==> src/rtl/ascii_ps2_tx_if.sv <==
// Request/status and PS/2 line bundle for ascii_ps2_tx.
interface ascii_ps2_tx_if;
  logic [6:0] ascii;
  logic       send;
  logic       ps2_clk;
  logic       ps2_data;
  logic       busy;
  logic       done;
  logic       err;

  modport master (
    output ascii, send,
    input  ps2_clk, ps2_data, busy, done, err
  );

  modport slave (
    input  ascii, send,
    output ps2_clk, ps2_data, busy, done, err
  );
endinterface

==> src/rtl/ascii_ps2_tx.sv <==
// ASCII letter to PS/2 set-2 keystroke sequence transmitter (device side).
// Lowercase letters emit make/F0/make; uppercase wraps the key in left shift.
module ascii_ps2_tx #(
  parameter int unsigned HALF_PERIOD = 4000,
  parameter int unsigned GAP_CYCLES  = 8000
) (
  input  logic           clk,
  input  logic           reset,
  ascii_ps2_tx_if.slave  bus
);

  localparam int unsigned HW       = (HALF_PERIOD > 1) ? $clog2(HALF_PERIOD) : 1;
  localparam int unsigned GW       = (GAP_CYCLES > 1) ? $clog2(GAP_CYCLES) : 1;
  localparam int unsigned GAP_STAY = (GAP_CYCLES > 1) ? GAP_CYCLES - 2 : 0;
  localparam logic [HW-1:0] HALF_LAST = HW'(HALF_PERIOD - 1);
  // GAP is one cycle short so that GAP plus the following LOAD give exactly
  // GAP_CYCLES idle cycles between the end of one frame and the next start bit.
  localparam logic [GW-1:0] GAP_LAST  = GW'(GAP_STAY);

  typedef enum logic [2:0] {IDLE, LOAD, BIT_HI, BIT_LO, GAP, FIN} state_t;

  state_t       state_q, state_d;
  logic [HW-1:0] half_q, half_d;
  logic [GW-1:0] gap_q, gap_d;
  logic [3:0]   bit_q, bit_d;
  logic [2:0]   byte_q, byte_d;
  logic [7:0]   make_q, make_d;
  logic         upper_q, upper_d;
  logic [10:0]  frame_q, frame_d;
  logic         err_q, err_d;

  logic         is_lower, is_upper;
  logic [7:0]   cur_byte;
  logic [2:0]   last_byte;

  // Set-2 make code for a letter, either case; 00 for anything else.
  function automatic logic [7:0] make_code(input logic [6:0] c);
    logic [7:0] m;
    case (c)
      7'd97,  7'd65: m = 8'h1C;
      7'd98,  7'd66: m = 8'h32;
      7'd99,  7'd67: m = 8'h21;
      7'd100, 7'd68: m = 8'h23;
      7'd101, 7'd69: m = 8'h24;
      7'd102, 7'd70: m = 8'h2B;
      7'd103, 7'd71: m = 8'h34;
      7'd104, 7'd72: m = 8'h33;
      7'd105, 7'd73: m = 8'h43;
      7'd106, 7'd74: m = 8'h3B;
      7'd107, 7'd75: m = 8'h42;
      7'd108, 7'd76: m = 8'h4B;
      7'd109, 7'd77: m = 8'h3A;
      7'd110, 7'd78: m = 8'h31;
      7'd111, 7'd79: m = 8'h44;
      7'd112, 7'd80: m = 8'h4D;
      7'd113, 7'd81: m = 8'h15;
      7'd114, 7'd82: m = 8'h2D;
      7'd115, 7'd83: m = 8'h1B;
      7'd116, 7'd84: m = 8'h2C;
      7'd117, 7'd85: m = 8'h3C;
      7'd118, 7'd86: m = 8'h2A;
      7'd119, 7'd87: m = 8'h1D;
      7'd120, 7'd88: m = 8'h22;
      7'd121, 7'd89: m = 8'h35;
      7'd122, 7'd90: m = 8'h1A;
      default:       m = 8'h00;
    endcase
    return m;
  endfunction

  // Byte at position idx of the keystroke sequence.
  function automatic logic [7:0] seq_byte(input logic [2:0] idx, input logic up,
                                          input logic [7:0] mk);
    logic [7:0] b;
    if (up) begin
      case (idx)
        3'd0:    b = 8'h12;
        3'd1:    b = mk;
        3'd2:    b = 8'hF0;
        3'd3:    b = mk;
        3'd4:    b = 8'hF0;
        default: b = 8'h12;
      endcase
    end else begin
      case (idx)
        3'd1:    b = 8'hF0;
        default: b = mk;
      endcase
    end
    return b;
  endfunction

  assign is_lower  = (bus.ascii >= 7'd97) && (bus.ascii <= 7'd122);
  assign is_upper  = (bus.ascii >= 7'd65) && (bus.ascii <= 7'd90);
  assign cur_byte  = seq_byte(byte_q, upper_q, make_q);
  assign last_byte = upper_q ? 3'd5 : 3'd2;

  // State and datapath registers, asynchronously cleared.
  always_ff @(posedge clk or negedge reset) begin
    if (!reset) begin
      state_q <= IDLE;
      half_q  <= '0;
      gap_q   <= '0;
      bit_q   <= '0;
      byte_q  <= '0;
      make_q  <= '0;
      upper_q <= 1'b0;
      frame_q <= '1;
      err_q   <= 1'b0;
    end else begin
      state_q <= state_d;
      half_q  <= half_d;
      gap_q   <= gap_d;
      bit_q   <= bit_d;
      byte_q  <= byte_d;
      make_q  <= make_d;
      upper_q <= upper_d;
      frame_q <= frame_d;
      err_q   <= err_d;
    end
  end

  // Next-state logic: accept, frame load, bit timing, inter-byte gap.
  always_comb begin
    state_d = state_q;
    half_d  = half_q;
    gap_d   = gap_q;
    bit_d   = bit_q;
    byte_d  = byte_q;
    make_d  = make_q;
    upper_d = upper_q;
    frame_d = frame_q;
    err_d   = 1'b0;
    case (state_q)
      IDLE: begin
        if (bus.send) begin
          if (is_lower || is_upper) begin
            make_d  = make_code(bus.ascii);
            upper_d = is_upper;
            byte_d  = '0;
            state_d = LOAD;
          end else begin
            err_d = 1'b1;
          end
        end
      end
      LOAD: begin
        frame_d = {1'b1, ~^cur_byte, cur_byte, 1'b0};
        bit_d   = '0;
        half_d  = '0;
        state_d = BIT_HI;
      end
      BIT_HI: begin
        if (half_q == HALF_LAST) begin
          half_d  = '0;
          state_d = BIT_LO;
        end else begin
          half_d = half_q + 1'b1;
        end
      end
      BIT_LO: begin
        if (half_q == HALF_LAST) begin
          half_d = '0;
          if (bit_q == 4'd10) begin
            if (byte_q == last_byte) begin
              state_d = FIN;
            end else begin
              byte_d  = byte_q + 3'd1;
              gap_d   = '0;
              state_d = GAP;
            end
          end else begin
            bit_d   = bit_q + 4'd1;
            state_d = BIT_HI;
          end
        end else begin
          half_d = half_q + 1'b1;
        end
      end
      GAP: begin
        if (gap_q == GAP_LAST) begin
          state_d = LOAD;
        end else begin
          gap_d = gap_q + 1'b1;
        end
      end
      FIN: begin
        state_d = IDLE;
      end
      default: state_d = IDLE;
    endcase
  end

  assign bus.ps2_clk  = (state_q != BIT_LO);
  assign bus.ps2_data = (state_q == BIT_HI || state_q == BIT_LO) ? frame_q[bit_q] : 1'b1;
  assign bus.busy     = (state_q != IDLE);
  assign bus.done     = (state_q == FIN);
  assign bus.err      = err_q;

endmodule
==> src/flat_wrapper.sv <==
// flat-port wrapper written by rule: the top's interface ports become plain ports
module ascii_ps2_tx_flat 
#(
  parameter int unsigned HALF_PERIOD = 4000,
  parameter int unsigned GAP_CYCLES  = 8000
)
  (clk, reset, bus_ascii, bus_send, bus_ps2_clk, bus_ps2_data, bus_busy, bus_done, bus_err);
  ascii_ps2_tx_if bus_i ();
  input  logic clk;
  input  logic reset;
  input wire logic [$bits(bus_i.ascii)-1:0] bus_ascii;
  input wire logic [$bits(bus_i.send)-1:0] bus_send;
  output wire logic [$bits(bus_i.ps2_clk)-1:0] bus_ps2_clk;
  output wire logic [$bits(bus_i.ps2_data)-1:0] bus_ps2_data;
  output wire logic [$bits(bus_i.busy)-1:0] bus_busy;
  output wire logic [$bits(bus_i.done)-1:0] bus_done;
  output wire logic [$bits(bus_i.err)-1:0] bus_err;
  assign bus_i.ascii = bus_ascii;
  assign bus_i.send = bus_send;
  assign bus_ps2_clk = bus_i.ps2_clk;
  assign bus_ps2_data = bus_i.ps2_data;
  assign bus_busy = bus_i.busy;
  assign bus_done = bus_i.done;
  assign bus_err = bus_i.err;
  ascii_ps2_tx #(.HALF_PERIOD(HALF_PERIOD), .GAP_CYCLES(GAP_CYCLES)) u_core (.clk(clk), .reset(reset), .bus(bus_i));
endmodule
==> config.mk <==
export PLATFORM = sky130hd
export DESIGN_NAME = ascii_ps2_tx_flat
export DESIGN_NICKNAME = d
export VERILOG_FILES = /design/src/rtl/ascii_ps2_tx_if.sv /design/src/rtl/ascii_ps2_tx.sv /design/src/flat_wrapper.sv
export SDC_FILE = /design/constraint.sdc
export NUM_CORES = 1
export LEC_CHECK = 0
export ABC_AREA = 1
export BUFFER_PORTS_ARGS = -buffer_cell sky130_fd_sc_hd__buf_2
export CAP_MARGIN = 30
export CORE_MARGIN = 2
export CORE_UTILIZATION = 47
export CTS_CLUSTER_SIZE = 24
export DETAILED_ROUTE_END_ITERATION = 10
export PLACE_DENSITY = 0.67
export SYNTH_ARGS = -nofsm -noshare
export SYNTH_HDL_FRONTEND = slang
export SYNTH_SLANG_ARGS = --single-unit
==> constraint.sdc <==
create_clock -name clk -period 2.8 [get_ports clk]
set_input_delay 0.7 -clock clk [delete_from_list [all_inputs] [get_ports clk]]
set_output_delay 0.7 -clock clk [all_outputs]
set_load 0.01 [all_outputs]
### Word-level counts from Yosys, hierarchy flattened

Memories as Yosys holds them, arrays and structs flattened. A register that Yosys moved wholly into a read port is not among the register bits.
Index checks and enable logic that the tools add are counted.

| word-level totals | value |
|---|---|
| bits in registers | 55 |
| bits in read-only memories | 896 |
| input bits | 10 |
| memories | 1 |

Memory list:

| memory | words | bits a word | rd ports | clocked after Yosys merged registers in | wr ports | line | text |
|---|---|---|---|---|---|---|---|
| (no name shown) | 128 | 7 | 1 | 1 | 0 | ascii_ps2_tx.sv:39 | `case (c)` |

| operators by class | value |
|---|---|
| add/sub/neg operators | 4 |
| $lt $le $gt $ge | 5 |
| equal/unequal tests | 23 |
| muxes and demuxes | 34 |
| reduce and logical (&&, ||, !) cells | 20 |

Operator list:

| cell | number |
|---|---|
| 13-bit 2-to-1 mux | 4 |
| 3-bit 2-to-1 mux | 12 |
| 13-bit case mux with 2 select lines | 1 |
| 12-bit case mux with 2 select lines | 1 |
| 8-bit 2-to-1 mux | 2 |
| 8-bit case mux with 2 select lines | 1 |
| 3-bit case mux with 5 select lines | 1 |
| 7-bit greater-or-equal comparator (second input constant) | 2 |
| 7-bit <= comparator (second input constant) | 2 |
| 13-bit by 1-bit adder with 13-bit output (second input constant) | 1 |
| 13-bit == test (second input constant) | 1 |
| 12-bit by 1-bit adder with 12-bit output (second input constant) | 1 |
| 12-bit == test (second input constant) | 1 |
| 3-bit by 2-bit == test with 1-bit output (second input constant) | 4 |
| 12-bit 2-to-1 mux | 1 |
| 2-bit by 1-bit inequality test with 1-bit output (second input constant) | 5 |
| 5-bit AND reduction | 2 |
| 3-bit == test (second input constant) | 3 |
| 4-bit 2-to-1 mux | 2 |
| 2-bit inequality test (second input constant) | 4 |
| 4-bit case mux with 2 select lines | 1 |
| 2-bit nonzero test | 4 |
| 8-bit XNOR reduction | 1 |
| 3-bit by 1-bit == test with 1-bit output (second input constant) | 2 |
| 17 further kinds | 27 |

### Longest topological paths before layout

Gate-level depths: netlist of run 1.

| depth | value |
|---|---|
| word-level depth | 6 |
| depth in mapped cells | 14 |
| depth with buffers taken out | 14 |

### Worst setup path before layout of run 1

OpenSTA, ideal clock, no wires.

| path | value |
|---|---|
| kind | input port to flip-flop |
| from | in bus_ascii[1] |
| to | reg u_core.upper_q |
| setup time | 0.129 ns |
| arrival | 1.840 ns |
| data required time | 2.671 ns |
| path slack | 0.831 ns |
| stages | 9 |
| buffers on the path | 1 |
| path through | inv_1 > ha_1 > nand2_1 > nand4_1 > o211ai_1 > nand2_1 > nand3_2 > buf_2 > o21ai_1 |

| between the ends | value |
|---|---|
| cells in the longest elaborated chain, start to end | 4 |
| elaborated cells on any way between the ends | 8 |
| those cells by class | order compare: 4; reduce/logical: 4 |

RTL lines:

| item | line | text |
|---|---|---|
| start: declaration | flat_wrapper.sv:11 | `input wire logic [$bits(bus_i.ascii)-1:0] bus_ascii;` |
| 7-bit greater-or-equal comparator, or another cell as far along | ascii_ps2_tx.sv:93 | `assign is_lower = (bus.ascii >= 7'd97) && (bus.ascii <= 7'd122);` |
| 1-bit logical AND, on equally long branches | ascii_ps2_tx.sv:93, ascii_ps2_tx.sv:94 |  |
| 1-bit logical OR | ascii_ps2_tx.sv:137 | `if (is_lower \|\| is_upper) begin` |
| 3-bit AND reduction (no source line) | -- |  |
| end signal: assignment | ascii_ps2_tx.sv:117 | `upper_q <= upper_d;` |
| end: declaration | ascii_ps2_tx.sv:28 | `logic upper_q, upper_d;` |

Several ways; a longest one is shown, not always the timed one.
A chain may end at the register's enable or synchronous reset.

### Worst setup path in the final report of run 1

| path | value |
|---|---|
| from | reg u_core.bit_q[0] |
| to | out bus_ps2_data |

| between the ends | value |
|---|---|
| cells in the longest elaborated chain, start to end | 3 |

RTL lines:

| item | line | text |
|---|---|---|
| start: declaration | ascii_ps2_tx.sv:25 | `logic [3:0] bit_q, bit_d;` |
| start signal: assignment | ascii_ps2_tx.sv:114 | `bit_q <= bit_d;` |
| 1-bit binary-select mux with 4-bit select | ascii_ps2_tx.sv:195 | `assign bus.ps2_data = (state_q == BIT_HI \|\| state_q == BIT_LO) ? frame_q[bit_q] : 1'b1;` |
| 1-bit 2-to-1 mux (not written as such) | ascii_ps2_tx.sv:195 |  |
| 1-bit 2-to-1 mux | ascii_ps2_tx.sv:195 |  |
| end: declaration | flat_wrapper.sv:14 | `output wire logic [$bits(bus_i.ps2_data)-1:0] bus_ps2_data;` |

Every way passes these cells. The select of a mux whose other input is x is not followed.

==> qor.csv, run 1 <==
metric;value;unit
area leader, netlist;dfrtp_1;
min Tclk post-route;2450;ps
clk_lat worst skew;310;ps
Hold Violations, Final;0;
Yosys warning count;0;
internal power;1.19;mW
ys async rst share;100;%
area of the multi-input gates;1900;sq um
FP Rows;31;
largest net degree at the start of global routing;22;
Netlist cell types;39;
Num CTS Buffers;5;
post-DR wirelength/cell;12.7;um
die width;90.6;um
Worst-path clk slew;100;ps
# fillers;715;
sequential power share;51.7;%
Leakage;1.78;nW
Syn-to-layout area delta;8.49;%
FF/Latch Area;1360;sq um
clk sinks;54;
Max Fclk;408;MHz
Root Buffer;clkbuf_8;
Tightest Pin Transition;545;ps
Hold Buf Count CTS;0;
n_diodes;0;
Net Count, Synth;514;
final instance area;3820;sq um
setup TNS;0;ps
Pins Over Slew Limit;0;
drt total wl;7.65;mm
DRT Pass-1 Iters;4;
Setup CP Type;reg -> out;
first-pass GRT wire length;13.5;mm
Syn Inst Count;488;
CP required;2100;ps
Setup violations, final;0;
antenna viol nets, final;0;
DRT iter0 DRCs;129;
layout cells sized above 1;11.3;%
Power Dens Cells;395;nW/um^2
via count;3191;
synthesized area per cell;7.22;sq um
cell count after placement;594;
slew margin rel.;63.5;%
Cell Area, Placed;3680;sq um
EDFF count, synth;0;
Core Region;7250;sq um
die area;8200;sq um
Crit Path Max Fanout;10;
Starting Density;48.6;%
synth top area cells;dfrtp_1, nand2_1, dfstp_2;
initial antenna violation count;0;
Worst setup SP type;register;
CP Capture Type;output pin;
Synth top area share;31.3;%
switching power;0.322;mW
clock power share;42.5;%
nets@finish;528;
vias in the first global route;2991;
Critical Path AT;1750;ps
count of non-filler cells in the finished layout;602;
Tcrit/Tclk final;87.5;%
total gr overflow;0;
Vias/cell;5.30;
Seq/Total Area, Yosys;38.7;%
routability cong.;0.849;
Max rail drop VDD;0.000210;V
Resize count post-CTS;0;
Tightest Hold Check Type;in -> async;
post-synthesis cell area;3520;sq um
die height;90.6;um
CTS tree;built;
GR Util All Layers;19.6;%
num ports;15;
RSZ-0062 raised after global routing;no;
post-CTS setup buffer count;0;
HPWL after DPL;5.72;mm
clock skew;12.1;ps
CTS H-Tree Depth;2;
Residual DRC;0;
sw frac;21.3;%
Comb pwr share;5.8;%
max cap viols;0;
Seq cells post-synth;54;
top_reg_cell synth;dfrtp_1;
port bufs;14;
clk buf depth;2;
outcome;finished clean;
## cell type report
| cell class | count | share of cell area (%) |
|---|---|---|
| Tap cell | 99 | 3.24 |
| Timing Repair Buffer | 16 | 2.23 |
| Clock buffer | 6 | 2.16 |
| Inverter | 55 | 5.40 |
| Multi-Input combinational cell | 370 | 49.7 |
| Clock inverter | 2 | 1.57 |
| Sequential cell | 54 | 35.7 |
## power groups by stage
stage,logic (mW),registers (mW),clock network (mW)
2_1_floorplan,0.0471,0.795,0
3_3_place_gp,0.0884,0.795,0
3_5_place_dp,0.0882,0.795,0
4_1_cts,0.0888,0.780,0.657
5_1_grt,0.101,0.780,0.691
6_report,0.0879,0.780,0.640
## stage by stage
step                setup slack, ps  hold WS (ps)  util (%)  power, mW
floorplan                       831           404         -      0.842
global placement                579           442      50.7      0.883
detailed placement              496           447      50.7      0.883
CTS                             322           284      52.7       1.53
global route                   81.5           295      52.7       1.57
finish                          351           280      52.7       1.51
## per-layer routing
layer	global-route usage, %	wire [um]
met1	26.6	3640
met2	32.2	3610
met3	3.01	271
met4	6.54	127
met5	0	0
## cell families (layout without fill, tap and decap cells)
| family | count (synthesis) | after routing | synth area share [%] |
|---|---|---|---|
| flops | 54 | 54 | 38.7 |
| fa+ha+maj | 16 | 16 | 5.68 |
| compound gates | 84 | 84 | 13.2 |
| simple gates | 255 | 255 | 31.4 |
| buf+inv | 64 | 79 | 7.35 |
| xor+xnor | 15 | 15 | 3.73 |
## synthesized netlist by cell type (2+ instances only)
| cell type | count |
|---|---|
| nand2_1 | 141 |
| dfrtp_1 | 44 |
| nand3_1 | 43 |
| inv_1 | 42 |
| nor2_1 | 38 |
| a21oi_1 | 25 |
| o21ai_0 | 22 |
| o21ai_1 | 19 |
| ha_1 | 16 |
| xor2_1 | 13 |
| inv_2 | 12 |
| dfstp_2 | 10 |
| nor3_1 | 10 |
| nand4_1 | 9 |
| o22ai_1 | 6 |
| nor2_2 | 4 |
| o211ai_1 | 4 |
| buf_2 | 3 |
| clkbuf_1 | 3 |
| nor2_4 | 3 |
| buf_4 | 2 |
| xnor2_1 | 2 |
## registers in the layout, indices dropped and copies added (netlist names)
register / count
u_core.bit_q: 4
u_core.bus.err: 1
u_core.byte_q: 3
u_core.frame_q: 10
u_core.gap_q: 13
u_core.half_q: 12
u_core.make_q: 7
u_core.state_q: 3
u_core.upper_q: 1
## final timing paths
kind / startpoint / to / slack (ps) / cells past startpoint
worst max register to register: u_core.half_q[0] / u_core.byte_q[1] / 530 / 11
min in group clk: u_core.frame_q[0] / u_core.frame_q[0] / 460 / 2
worst min register to register: u_core.frame_q[0] / u_core.frame_q[0] / 460 / 2
max in group asynchronous: reset / u_core.frame_q[1] / 1860 / 2
worst min-delay path: reset / u_core.half_q[9] / 280 / 1
worst max-delay path: u_core.bit_q[0] / bus_ps2_data / 350 / 7
## cell usage in the layout (no fill, tap or decap), drive strengths merged, types with 4 or more instances in the layout
| master | Yosys | routed |
|---|---|---|
| nand2 | 142 | 142 |
| a21oi | 25 | 25 |
| clkbuf | 3 | 6 |
| xor2 | 13 | 13 |
| dfrtp | 44 | 44 |
| nor3 | 11 | 11 |
| o21ai | 41 | 41 |
| inv | 54 | 54 |
| buf | 6 | 16 |
| ha | 16 | 16 |
| nand3 | 44 | 44 |
| nand4 | 9 | 9 |
| o211ai | 4 | 4 |
| dfstp | 10 | 10 |
| nor2 | 45 | 45 |
| o22ai | 6 | 6 |
## worst max-delay path, stage by stage (launching register included)
cell and delay, ps:
dfrtp_1 450, clkinv_1 260, a21oi_1 180, o21ai_0 90, o211ai_1 90, nand3_1 80, o311ai_0 80, buf_2 190
Note: power is estimated with default switching activity, not from simulation.
==> run 2, diff against run 1 <==
--- a/config.mk
+++ b/config.mk
@@ -9,10 +9,10 @@
 export BUFFER_PORTS_ARGS = -buffer_cell sky130_fd_sc_hd__buf_2
 export CAP_MARGIN = 30
 export CORE_MARGIN = 2
-export CORE_UTILIZATION = 47
+export CORE_UTILIZATION = 67
 export CTS_CLUSTER_SIZE = 24
 export DETAILED_ROUTE_END_ITERATION = 10
-export PLACE_DENSITY = 0.67
+export PLACE_DENSITY = 0.89
 export SYNTH_ARGS = -nofsm -noshare
 export SYNTH_HDL_FRONTEND = slang
 export SYNTH_SLANG_ARGS = --single-unit
==> run 2 against run 1 <==
Hold slack got worse by 83 ps. Highest routed layer unchanged. Critical path type unchanged. Sequential power barely moved. Global-route usage rose by 7.6 points. Fmax fell by 1.5%. Worst setup slack got worse by 37 ps. Combinational power fell by 0.7%. Utilization rose by 21 points. Sequential cell count did not move. Final area fell by 2.2%. First-iteration DRC count rose by 54%. Non-clock buffer count did not move.
==> qor.csv, run 2 (synthesis results as in run 1) <==
metric;value;unit;change
CP Capture Type;output pin;;
Max Fclk;402;MHz;-1.5%
Vias/cell;5.71;;+7.7%
Reg2Reg Depth;11;;unchanged
first-pass GRT wire length;13.2;mm;-1.7%
Leakage;1.76;nW;-1.4%
FP Rows;26;;-16%
vias in the first global route;3060;;+2.3%
total gr overflow;0;;unchanged
DRT iter0 DRCs;199;;+54%
die width;76.5;um;-16%
CTS tree;built;;
Critical Path AT;1790;ps;+40 ps
post-DR wirelength/cell;13.1;um;+3.2%
Worst setup SP type;register;;
clk sinks;54;;unchanged
top routing layer used;met4;;
clk buf depth;2;;unchanged
routability cong.;0.899;;+5.9%
Num CTS Buffers;5;;unchanged
n_diodes;0;;unchanged
slew margin rel.;61.2;%;-2.2 points
Worst path max stage delay;470;ps;+20 ps
drt total wl;7.52;mm;-1.8%
setup TNS;0;ps;unchanged
final instance area;3740;sq um;-2.2%
GR Util All Layers;27.2;%;+7.6 points
# fillers;398;;-44%
Pins Over Slew Limit;0;;unchanged
Syn-to-layout area delta;6.11;%;
Buf+Inv Stages, Crit Path;2;;unchanged
Tightest Pin Transition;578;ps;+33.5 ps
via count;3271;;+2.5%
Power Dens Cells;354;nW/um^2;-10%
Setup CP Type;reg -> out;;
min Tclk post-route;2490;ps;+37.5 ps
max cap viols;0;;unchanged
Hold Buf Count CTS;0;;unchanged
nets@finish;528;;unchanged
CP required;2100;ps;about the same
post-CTS setup buffer count;0;;unchanged
die height;76.5;um;-16%
crit-path cells;clkinv_1 -> a21oi_1 -> o21ai_0 -> o211ai_1 -> nand3_1 -> o311ai_0 -> buf_2;;
CP max-delay cell;dfrtp_1;;
met1 WL;3.32;mm;-8.8%
Tightest Hold Check Type;in -> async;;
worst r2r dst;u_core.byte_q[1];;
Tcrit/Tclk final;88.8;%;+1.3 points
RSZ-0062 raised after global routing;no;;
most frequent cells in the layout;nand2_1, dfrtp_1, nand3_1, inv_1, nor2_1;;
register bank with the most flops;u_core.gap_q;;
R2R Setup Slk;590;ps;+60 ps
total power;1.33;mW;-12%
CTS H-Tree Depth;2;;unchanged
Hold WS;196;ps;-83.4 ps
Max rail drop VDD;0.000202;V;-3.8%
num ports;15;;unchanged
clk_lat worst skew;310;ps;about the same
met2 WL;3.71;mm;+2.9%
dpl ws;487;ps;-9.54 ps
met3 WL;324;um;+20%
Root Buffer;clkbuf_8;;
Worst-path clk slew;100;ps;about the same
Core Region;5070;sq um;-30%
Crit Path Max Fanout;10;;unchanged
antenna viol nets, final;0;;unchanged
clock skew;11.8;ps;-0.267 ps
Residual DRC;0;;unchanged
Hold Violations, Final;0;;unchanged
final setup margin;314;ps;-37.5 ps
max reg flops;13;;unchanged
Resize count post-CTS;0;;unchanged
HPWL after DPL;5.59;mm;-2.3%
initial antenna violation count;0;;unchanged
outcome;finished clean;;
Starting Density;69.4;%;+21 points
layout cells sized above 1;11.3;%;unchanged
cell family with most CP delay;flip-flops;;
largest net degree at the start of global routing;30;;+36%
r2r startpoint;u_core.half_q[0];;
port bufs;14;;unchanged
die area;5850;sq um;-29%
Top Registers;u_core.gap_q x13, u_core.half_q x12, u_core.frame_q x10;;
Cell Area, Placed;3640;sq um;-0.99%
DRT Pass-1 Iters;5;;+1
Setup violations, final;0;;unchanged
commonest non-fill, non-tap cell in the layout;nand2_1;;
==> run 2: worst max-delay path by stage <==
stage / from / endpoint / slack, ps / depth (start not counted)
floorplan: bus_ascii[1] / u_core.upper_q / 830 / 9
global placement: bus_ascii[0] / u_core.make_q[2] / 620 / 12
detailed placement: bus_ascii[1] / u_core.make_q[0] / 490 / 10
CTS: u_core.bit_q[0] / bus_ps2_data / 310 / 7
global route: u_core.bit_q[0] / bus_ps2_data / 120 / 7
finish: u_core.bit_q[0] / bus_ps2_data / 310 / 7
==> run 2: layout make-up <==
type,instances,area (sq um),area share [%]
inverters,55,206,5.52
multi-input cells,370,1900,50.8
flip-flops and latches,54,1360,36.5
clock inverters,2,12.5,0.335
clock buffers,6,82.6,2.21
repair buffers,16,85.1,2.28
well taps,70,87.6,2.34
==> run 2: per-stage QoR <==
step | cells | util (%)
global placement | 565 | 71.8
finish | 573 | 73.7
floorplan | 488 | -
detailed placement | 565 | 71.8
global route | 573 | 73.7
CTS | 573 | 73.7
==> run 2: routing by layer <==
| metal | global-route usage, % | up-vias |
|---|---|---|
| li1 | - | 1630 |
| met1 | 35.2 | 1528 |
| met2 | 47.1 | 97 |
| met3 | 3.91 | 16 |
| met4 | 8.73 | 0 |
| met5 | 0 | - |
==> run 2: where the power goes <==
part	total, mW	internal, mW	switching [mW]
registers	0.780	0.780	0
logic	0.0873	0.0253	0.0621
clock network	0.458	0.199	0.259
total	1.33	1.00	0.321
